<file path="src/rtl/multicycle_ctrl.sv">
// Control FSM for the multi-cycle RV32I core: sequences fetch, decode, execute, memory and
// write-back over one shared datapath, and halts on illegal encodings or memory timeouts.
module multicycle_ctrl #(
  parameter int unsigned TIMEOUT = 16
) (
  input  logic       clk_i,
  input  logic       rst_i,
  input  logic [6:0] opcode_i,
  input  logic [2:0] funct3_i,
  input  logic [6:0] funct7_i,
  input  logic       br_taken_i,
  output logic       imem_valid_o,
  input  logic       imem_ready_i,
  output logic       dmem_valid_o,
  output logic       dmem_we_o,
  input  logic       dmem_ready_i,
  output logic       ir_we_o,
  output logic       pc_we_o,
  output logic [1:0] pc_sel_o,
  output logic       rf_we_o,
  output logic [1:0] wb_sel_o,
  output logic       alu_src_a_o,
  output logic       alu_src_b_o,
  output logic [2:0] imm_sel_o,
  output logic [1:0] alu_mode_o,
  output logic       retire_o,
  output logic       illegal_o,
  output logic       fault_o,
  output logic [2:0] state_o
);

  // FETCH read instr | DECODE classify | EXEC alu/branch | MEM data access | WB writeback | HALT stop
  typedef enum logic [2:0] {
    S_FETCH = 3'd0, S_DECODE = 3'd1, S_EXEC = 3'd2, S_MEM = 3'd3, S_WB = 3'd4, S_HALT = 3'd5
  } state_e;

  typedef enum logic [3:0] {
    C_R = 4'd0, C_IALU = 4'd1, C_LUI = 4'd2, C_AUIPC = 4'd3, C_LOAD = 4'd4,
    C_STORE = 4'd5, C_BRANCH = 4'd6, C_JAL = 4'd7, C_JALR = 4'd8
  } class_e;

  localparam logic [7:0] WAIT_LAST = 8'(TIMEOUT - 1);

  state_e     state_q, state_d;
  class_e     class_q, class_d, dec_class;
  logic [7:0] wait_q, wait_d;
  logic       illegal_q, illegal_d, fault_q, fault_d;
  logic       dec_illegal, dec_sys;

  always_comb begin
    dec_class   = C_R;
    dec_illegal = 1'b0;
    dec_sys     = 1'b0;
    case (opcode_i)
      7'h33: begin
        dec_class = C_R;
        if (funct7_i == 7'h20) dec_illegal = !(funct3_i == 3'd0 || funct3_i == 3'd5);
        else                   dec_illegal = (funct7_i != 7'h00);
      end
      7'h13: dec_class = C_IALU;
      7'h03: begin
        dec_class   = C_LOAD;
        dec_illegal = (funct3_i == 3'd3) || (funct3_i == 3'd6) || (funct3_i == 3'd7);
      end
      7'h23: begin
        dec_class   = C_STORE;
        dec_illegal = (funct3_i > 3'd2);
      end
      7'h63: begin
        dec_class   = C_BRANCH;
        dec_illegal = (funct3_i == 3'd2) || (funct3_i == 3'd3);
      end
      7'h37: dec_class = C_LUI;
      7'h17: dec_class = C_AUIPC;
      7'h6F: dec_class = C_JAL;
      7'h67: begin
        dec_class   = C_JALR;
        dec_illegal = (funct3_i != 3'd0);
      end
      7'h73: begin
        dec_illegal = (funct3_i != 3'd0);
        dec_sys     = (funct3_i == 3'd0);
      end
      default: dec_illegal = 1'b1;
    endcase
  end

  always_comb begin
    state_d   = state_q;
    class_d   = class_q;
    wait_d    = wait_q;
    illegal_d = illegal_q;
    fault_d   = fault_q;
    case (state_q)
      S_FETCH: begin
        if (imem_ready_i) begin
          state_d = S_DECODE;
        end else if (wait_q == WAIT_LAST) begin
          state_d = S_HALT;
          fault_d = 1'b1;
        end else begin
          wait_d = wait_q + 8'd1;
        end
      end
      S_DECODE: begin
        class_d = dec_class;
        if (dec_illegal) begin
          state_d   = S_HALT;
          illegal_d = 1'b1;
        end else if (dec_sys) begin
          state_d = S_HALT;
        end else begin
          state_d = S_EXEC;
        end
      end
      S_EXEC: begin
        case (class_q)
          C_LOAD, C_STORE: begin
            state_d = S_MEM;
            wait_d  = 8'd0;
          end
          C_BRANCH, C_JAL, C_JALR: begin
            state_d = S_FETCH;
            wait_d  = 8'd0;
          end
          default: state_d = S_WB;
        endcase
      end
      S_MEM: begin
        if (dmem_ready_i) begin
          if (class_q == C_STORE) begin
            state_d = S_FETCH;
            wait_d  = 8'd0;
          end else begin
            state_d = S_WB;
          end
        end else if (wait_q == WAIT_LAST) begin
          state_d = S_HALT;
          fault_d = 1'b1;
        end else begin
          wait_d = wait_q + 8'd1;
        end
      end
      S_WB: begin
        state_d = S_FETCH;
        wait_d  = 8'd0;
      end
      default: state_d = S_HALT;
    endcase
  end

  always_ff @(posedge clk_i) begin
    if (rst_i) begin
      state_q   <= S_FETCH;
      class_q   <= C_R;
      wait_q    <= 8'd0;
      illegal_q <= 1'b0;
      fault_q   <= 1'b0;
    end else begin
      state_q   <= state_d;
      class_q   <= class_d;
      wait_q    <= wait_d;
      illegal_q <= illegal_d;
      fault_q   <= fault_d;
    end
  end

  always_comb begin
    imem_valid_o = 1'b0;
    dmem_valid_o = 1'b0;
    dmem_we_o    = 1'b0;
    ir_we_o      = 1'b0;
    pc_we_o      = 1'b0;
    pc_sel_o     = 2'd0;
    rf_we_o      = 1'b0;
    wb_sel_o     = 2'd0;
    alu_src_a_o  = 1'b0;
    alu_src_b_o  = 1'b0;
    imm_sel_o    = 3'd0;
    alu_mode_o   = 2'd0;
    retire_o     = 1'b0;
    // ALU controls are held through MEM and WB so the address/result stays stable
    if (state_q == S_EXEC || state_q == S_MEM || state_q == S_WB) begin
      case (class_q)
        C_R:      alu_mode_o = 2'd1;
        C_IALU:   begin alu_src_b_o = 1'b1; alu_mode_o = 2'd1; end
        C_LUI:    begin imm_sel_o = 3'd3; alu_mode_o = 2'd3; end
        C_AUIPC:  begin alu_src_a_o = 1'b1; alu_src_b_o = 1'b1; imm_sel_o = 3'd3; end
        C_LOAD:   alu_src_b_o = 1'b1;
        C_STORE:  begin alu_src_b_o = 1'b1; imm_sel_o = 3'd1; end
        C_BRANCH: begin imm_sel_o = 3'd2; alu_mode_o = 2'd2; end
        C_JAL:    imm_sel_o = 3'd4;
        default:  imm_sel_o = 3'd0;
      endcase
    end
    case (state_q)
      S_FETCH: begin
        imem_valid_o = 1'b1;
        ir_we_o      = imem_ready_i;
      end
      S_DECODE: retire_o = dec_sys;
      S_EXEC: begin
        case (class_q)
          C_BRANCH: begin
            pc_we_o  = 1'b1;
            pc_sel_o = br_taken_i ? 2'd1 : 2'd0;
            retire_o = 1'b1;
          end
          C_JAL, C_JALR: begin
            rf_we_o  = 1'b1;
            wb_sel_o = 2'd2;
            pc_we_o  = 1'b1;
            pc_sel_o = (class_q == C_JAL) ? 2'd1 : 2'd2;
            retire_o = 1'b1;
          end
          default: ;
        endcase
      end
      S_MEM: begin
        dmem_valid_o = 1'b1;
        dmem_we_o    = (class_q == C_STORE);
        if (dmem_ready_i && class_q == C_STORE) begin
          pc_we_o  = 1'b1;
          retire_o = 1'b1;
        end
      end
      S_WB: begin
        rf_we_o  = 1'b1;
        wb_sel_o = (class_q == C_LOAD) ? 2'd1 : 2'd0;
        pc_we_o  = 1'b1;
        retire_o = 1'b1;
      end
      default: ;
    endcase
    if (rst_i) begin
      imem_valid_o = 1'b0;
      dmem_valid_o = 1'b0;
      dmem_we_o    = 1'b0;
      ir_we_o      = 1'b0;
      pc_we_o      = 1'b0;
      rf_we_o      = 1'b0;
      retire_o     = 1'b0;
    end
  end

  assign illegal_o = illegal_q;
  assign fault_o   = fault_q;
  assign state_o   = state_q;

endmodule
</file>
<file path="config.mk">
export PLATFORM = sky130hd
export DESIGN_NAME = multicycle_ctrl
export DESIGN_NICKNAME = d
export VERILOG_FILES = /design/src/rtl/multicycle_ctrl.sv
export SDC_FILE = /design/constraint.sdc
export NUM_CORES = 1
export LEC_CHECK = 0
export ABC_CLOCK_PERIOD_IN_PS = 4200
export CORE_UTILIZATION = 50
export CTS_BUF_LIST = sky130_fd_sc_hd__clkbuf_16
export DETAILED_ROUTE_END_ITERATION = 6
export GPL_ROUTABILITY_DRIVEN = 0
export PLACE_DENSITY_LB_ADDON = 0.15
export SLEW_MARGIN = 20
export SYNTH_ARGS = -nofsm -noshare
export SYNTH_HDL_FRONTEND = slang
export SYNTH_SLANG_ARGS = --single-unit
</file>
<file path="constraint.sdc">
create_clock -name clk_i -period 4.2 [get_ports clk_i]
set_clock_uncertainty 0.2 [all_clocks]
set_input_delay 1.26 -clock clk_i [delete_from_list [all_inputs] [get_ports clk_i]]
set_output_delay 1.26 -clock clk_i [all_outputs]
set_load 0.02 [all_outputs]
</file>
==> impl_metrics.env <==
export IMPL_status="finished with violations"
export IMPL_violations="DRC"
export IMPL_r2r_end="wait_q[7]$_SDFFE_PP0P_"
export IMPL_fin_util=0.7709
export IMPL_post_drt_wl_per_cell_um=15.94
export IMPL_start_kind="input pin"
export IMPL_grt_max_degree=24
export IMPL_fmaxAchievable_mhz=243.3
export IMPL_nFillCells=217
export IMPL_cts_sinks=17
export IMPL_synth_edf_count=0
export IMPL_hold_violations=0
export IMPL_overflow=0
export IMPL_hold_path_endpoint="fault_o$_SDFFE_PP0P_"
export IMPL_arrival_ns=2.65
export IMPL_max_slew_margin=0.5535
export IMPL_netSwitchingPower_uw=190.9
export IMPL_whs_path_depth=2
export IMPL_drc_errors=6
export IMPL_sw_frac_of_total=0.3281
export IMPL_firstDrtPassIters=7
export IMPL_finalSetupTns_ns=0
export IMPL_p_int_uw=390.9
export IMPL_grt_setup_unrepaired="true"
export IMPL_synthesis_nets=235
export IMPL_wl_mm=4.655
export IMPL_ios=45
export IMPL_cts_max_path_buffers=2
export IMPL_antenna_found_initial=0
export IMPL_syn2layout_area_growth_pct=43.22
export IMPL_rows=19
export IMPL_drive_gt1_frac=0.1762
export IMPL_drt_iter0_markers=171
export IMPL_viasPerCell=6.414
export IMPL_synth_xor_area_share=0.01150
export IMPL_grt_pass1_vias=1665
export IMPL_dp_hpwl_mm=3.320
export IMPL_htreeDepth=1
export IMPL_async_reset_ff_frac=0
export IMPL_num_vias=1873
export IMPL_synth_adder_area_share=0.008217
export IMPL_ir_worst_vdd_mv=0.1486
export IMPL_layout_common_cells="32 x clkdlybuf4s50_1, 23 x nor2_1, 22 x a21oi_1, 21 x buf_4, 17 x dfxtp_1"
export IMPL_synth_flop_cell="dfxtp_1"
export IMPL_antenna_left=0
export IMPL_synth_compound_area_frac=0.2859
export IMPL_clk_latency_ns=0.25
export IMPL_hold_ws_ns=0.2737
export IMPL_start_util=0.5383
export IMPL_r2r_start="class_q[0]$_SDFFE_PP0P_"
export IMPL_syn_area_um2=1523
export IMPL_period_share=0.9786
export IMPL_ff2ff_path_depth=5
export IMPL_final_common_cell="clkdlybuf4s50_1"
export IMPL_synth_seq_cells=17
export IMPL_crit_type="in2out"
export IMPL_cp_end_kind="output pin"
export IMPL_pwr_share_seq=0.302
export IMPL_crit_chain="clkdlybuf4s50_1, nand2b_1, nor2_1, nor4b_1, dlygate4sd1_1"
export IMPL_required_ns=2.74
export IMPL_yosysUniqueCellTypes=54
export IMPL_cap_violations=0
export IMPL_dieArea_um2=3270
export IMPL_clk_pin_slew_ns=0.06
export IMPL_syn_inst=212
export IMPL_powerDensity_nw_per_um2=266.8
export IMPL_syn_avg_cell_area_um2=7.183
export IMPL_grt_pass1_wl_mm=7.424
export IMPL_reg2reg_slack_ns=1.68
export IMPL_finalPower_uw=581.8
export IMPL_core_um2=2829
export IMPL_diodes=0
export IMPL_ys_warn_count=0
export IMPL_period_minus_slack_ns=4.110
export IMPL_final_max_slew_viol_count=0
export IMPL_track_usage=0.2878
export IMPL_synth_simple_area_share=0.3961
export IMPL_synth_top_family_by_area="simple AND/OR/NAND/NOR gates"
export IMPL_slowest_stage="clkdlybuf4s50_1"
export IMPL_min_from="fault_o$_SDFFE_PP0P_"
export IMPL_path_max_fanout=3
export IMPL_hold_path_class="reg2reg"
export IMPL_yosysSeqAreaShare=0.2235
export IMPL_setup_viol=0
export IMPL_fin_nets=285
export IMPL_io_buffers=44
export IMPL_pwr_share_clk=0.340
export IMPL_critPathMaxStageDelay_ns=0.45
export IMPL_static_leakage_power_nw=0.8321
export IMPL_die_height_um=57.19
export IMPL_numCtsBuffers=3
export IMPL_combPwrFrac=0.358
export IMPL_synthMuxAreaShare=0.02054
export IMPL_die_w_um=57.19
export IMPL_tightest_slew_ns=0.6605
export IMPL_root_buffer="clkbuf_16"
export IMPL_hold_buffers=0
export IMPL_tritoncts="yes"
-- critical path: cells and delay by family --
family	cells	cell delay (ns)
buffers and inverters	2	0.80
AND/OR/NAND/NOR	3	0.59
-- what timing repair did --
item                                    4_1_cts  5_1_grt
pin swaps                                     1        5
setup buffers                                 0        0
resized for setup                            14       12
endpoints found under the setup margin        7        3
-- power groups by stage --
stage	clock (mW)	combinational, mW	sequential (mW)
3_3_place_gp	0	0.194	0.179
4_1_cts	0.197	0.204	0.176
6_report	0.198	0.208	0.176
3_5_place_dp	0	0.201	0.179
2_1_floorplan	0	0.114	0.187
5_1_grt	0.207	0.222	0.177
-- per-layer routing --
layer	global-route usage	wire length, µm
met2	0.4723	2257
met5	0	0
met4	0.1115	98
met3	0.04535	397
met1	0.3799	1902
-- worst max-delay path by stage --
stage,startpoint,end,depth (start not counted)
2_1_floorplan,rst_i,dmem_we_o,3
3_3_place_gp,funct3_i[2],retire_o,7
3_5_place_dp,funct3_i[2],retire_o,7
4_1_cts,opcode_i[0],retire_o,8
5_1_grt,funct3_i[0],retire_o,7
6_report,rst_i,dmem_we_o,5
-- cell type report --
| type | count | area, µm² | area share |
|---|---|---|---|
| Clock buffer | 3 | 75.07 | 0.03442 |
| Sequential cell | 17 | 340.3 | 0.1561 |
| Inverter | 3 | 11.26 | 0.005164 |
| Tap cell | 31 | 38.79 | 0.01779 |
| Multi-Input combinational cell | 174 | 1131 | 0.5186 |
| Timing Repair Buffer | 63 | 576.8 | 0.2645 |
| Clock inverter | 1 | 7.507 | 0.003442 |
-- sequential cells by signal (all words and copies together), names as in the netlist --
| register | cells |
|---|---|
| class_q | 4 |
| fault_o | 1 |
| illegal_o | 1 |
| state_o | 3 |
| wait_q | 8 |
-- cell usage after synthesis, drive strengths merged (4+ instances only) --
master | count | area share
nor2 | 23 | 0.057
a21oi | 22 | 0.072
dfxtp | 17 | 0.22
clkbuf | 16 | 0.040
nor3 | 14 | 0.046
o21ai | 13 | 0.043
nand2 | 10 | 0.025
nand3 | 9 | 0.030
nor4 | 8 | 0.033
a211oi | 6 | 0.033
nand2b | 5 | 0.021
a21o | 4 | 0.021
nor3b | 4 | 0.020
-- stage by stage --
stage,instance area [µm²],setup slack [ns],std cells
2_1_floorplan,1523,0.2306,212
6_report,2181,0.08994,292
5_1_grt,2181,-0.0009526,292
3_5_place_dp,2073,-0.5477,288
4_1_cts,2155,-0.06810,292
3_3_place_gp,2073,-0.4982,288
-- logic make-up (layout without fill, tap and decap cells) --
group | count (synthesis) | after routing
AO/OA/AOI/OAI | 63 | 63
XOR/XNOR | 2 | 2
adder cells (fa/ha/maj) | 1 | 1
buffers and inverters | 21 | 70
flip-flops | 17 | 17
multiplexers | 3 | 3
AND/OR/NAND/NOR | 105 | 105
Power figures use the tool's default switching activity.
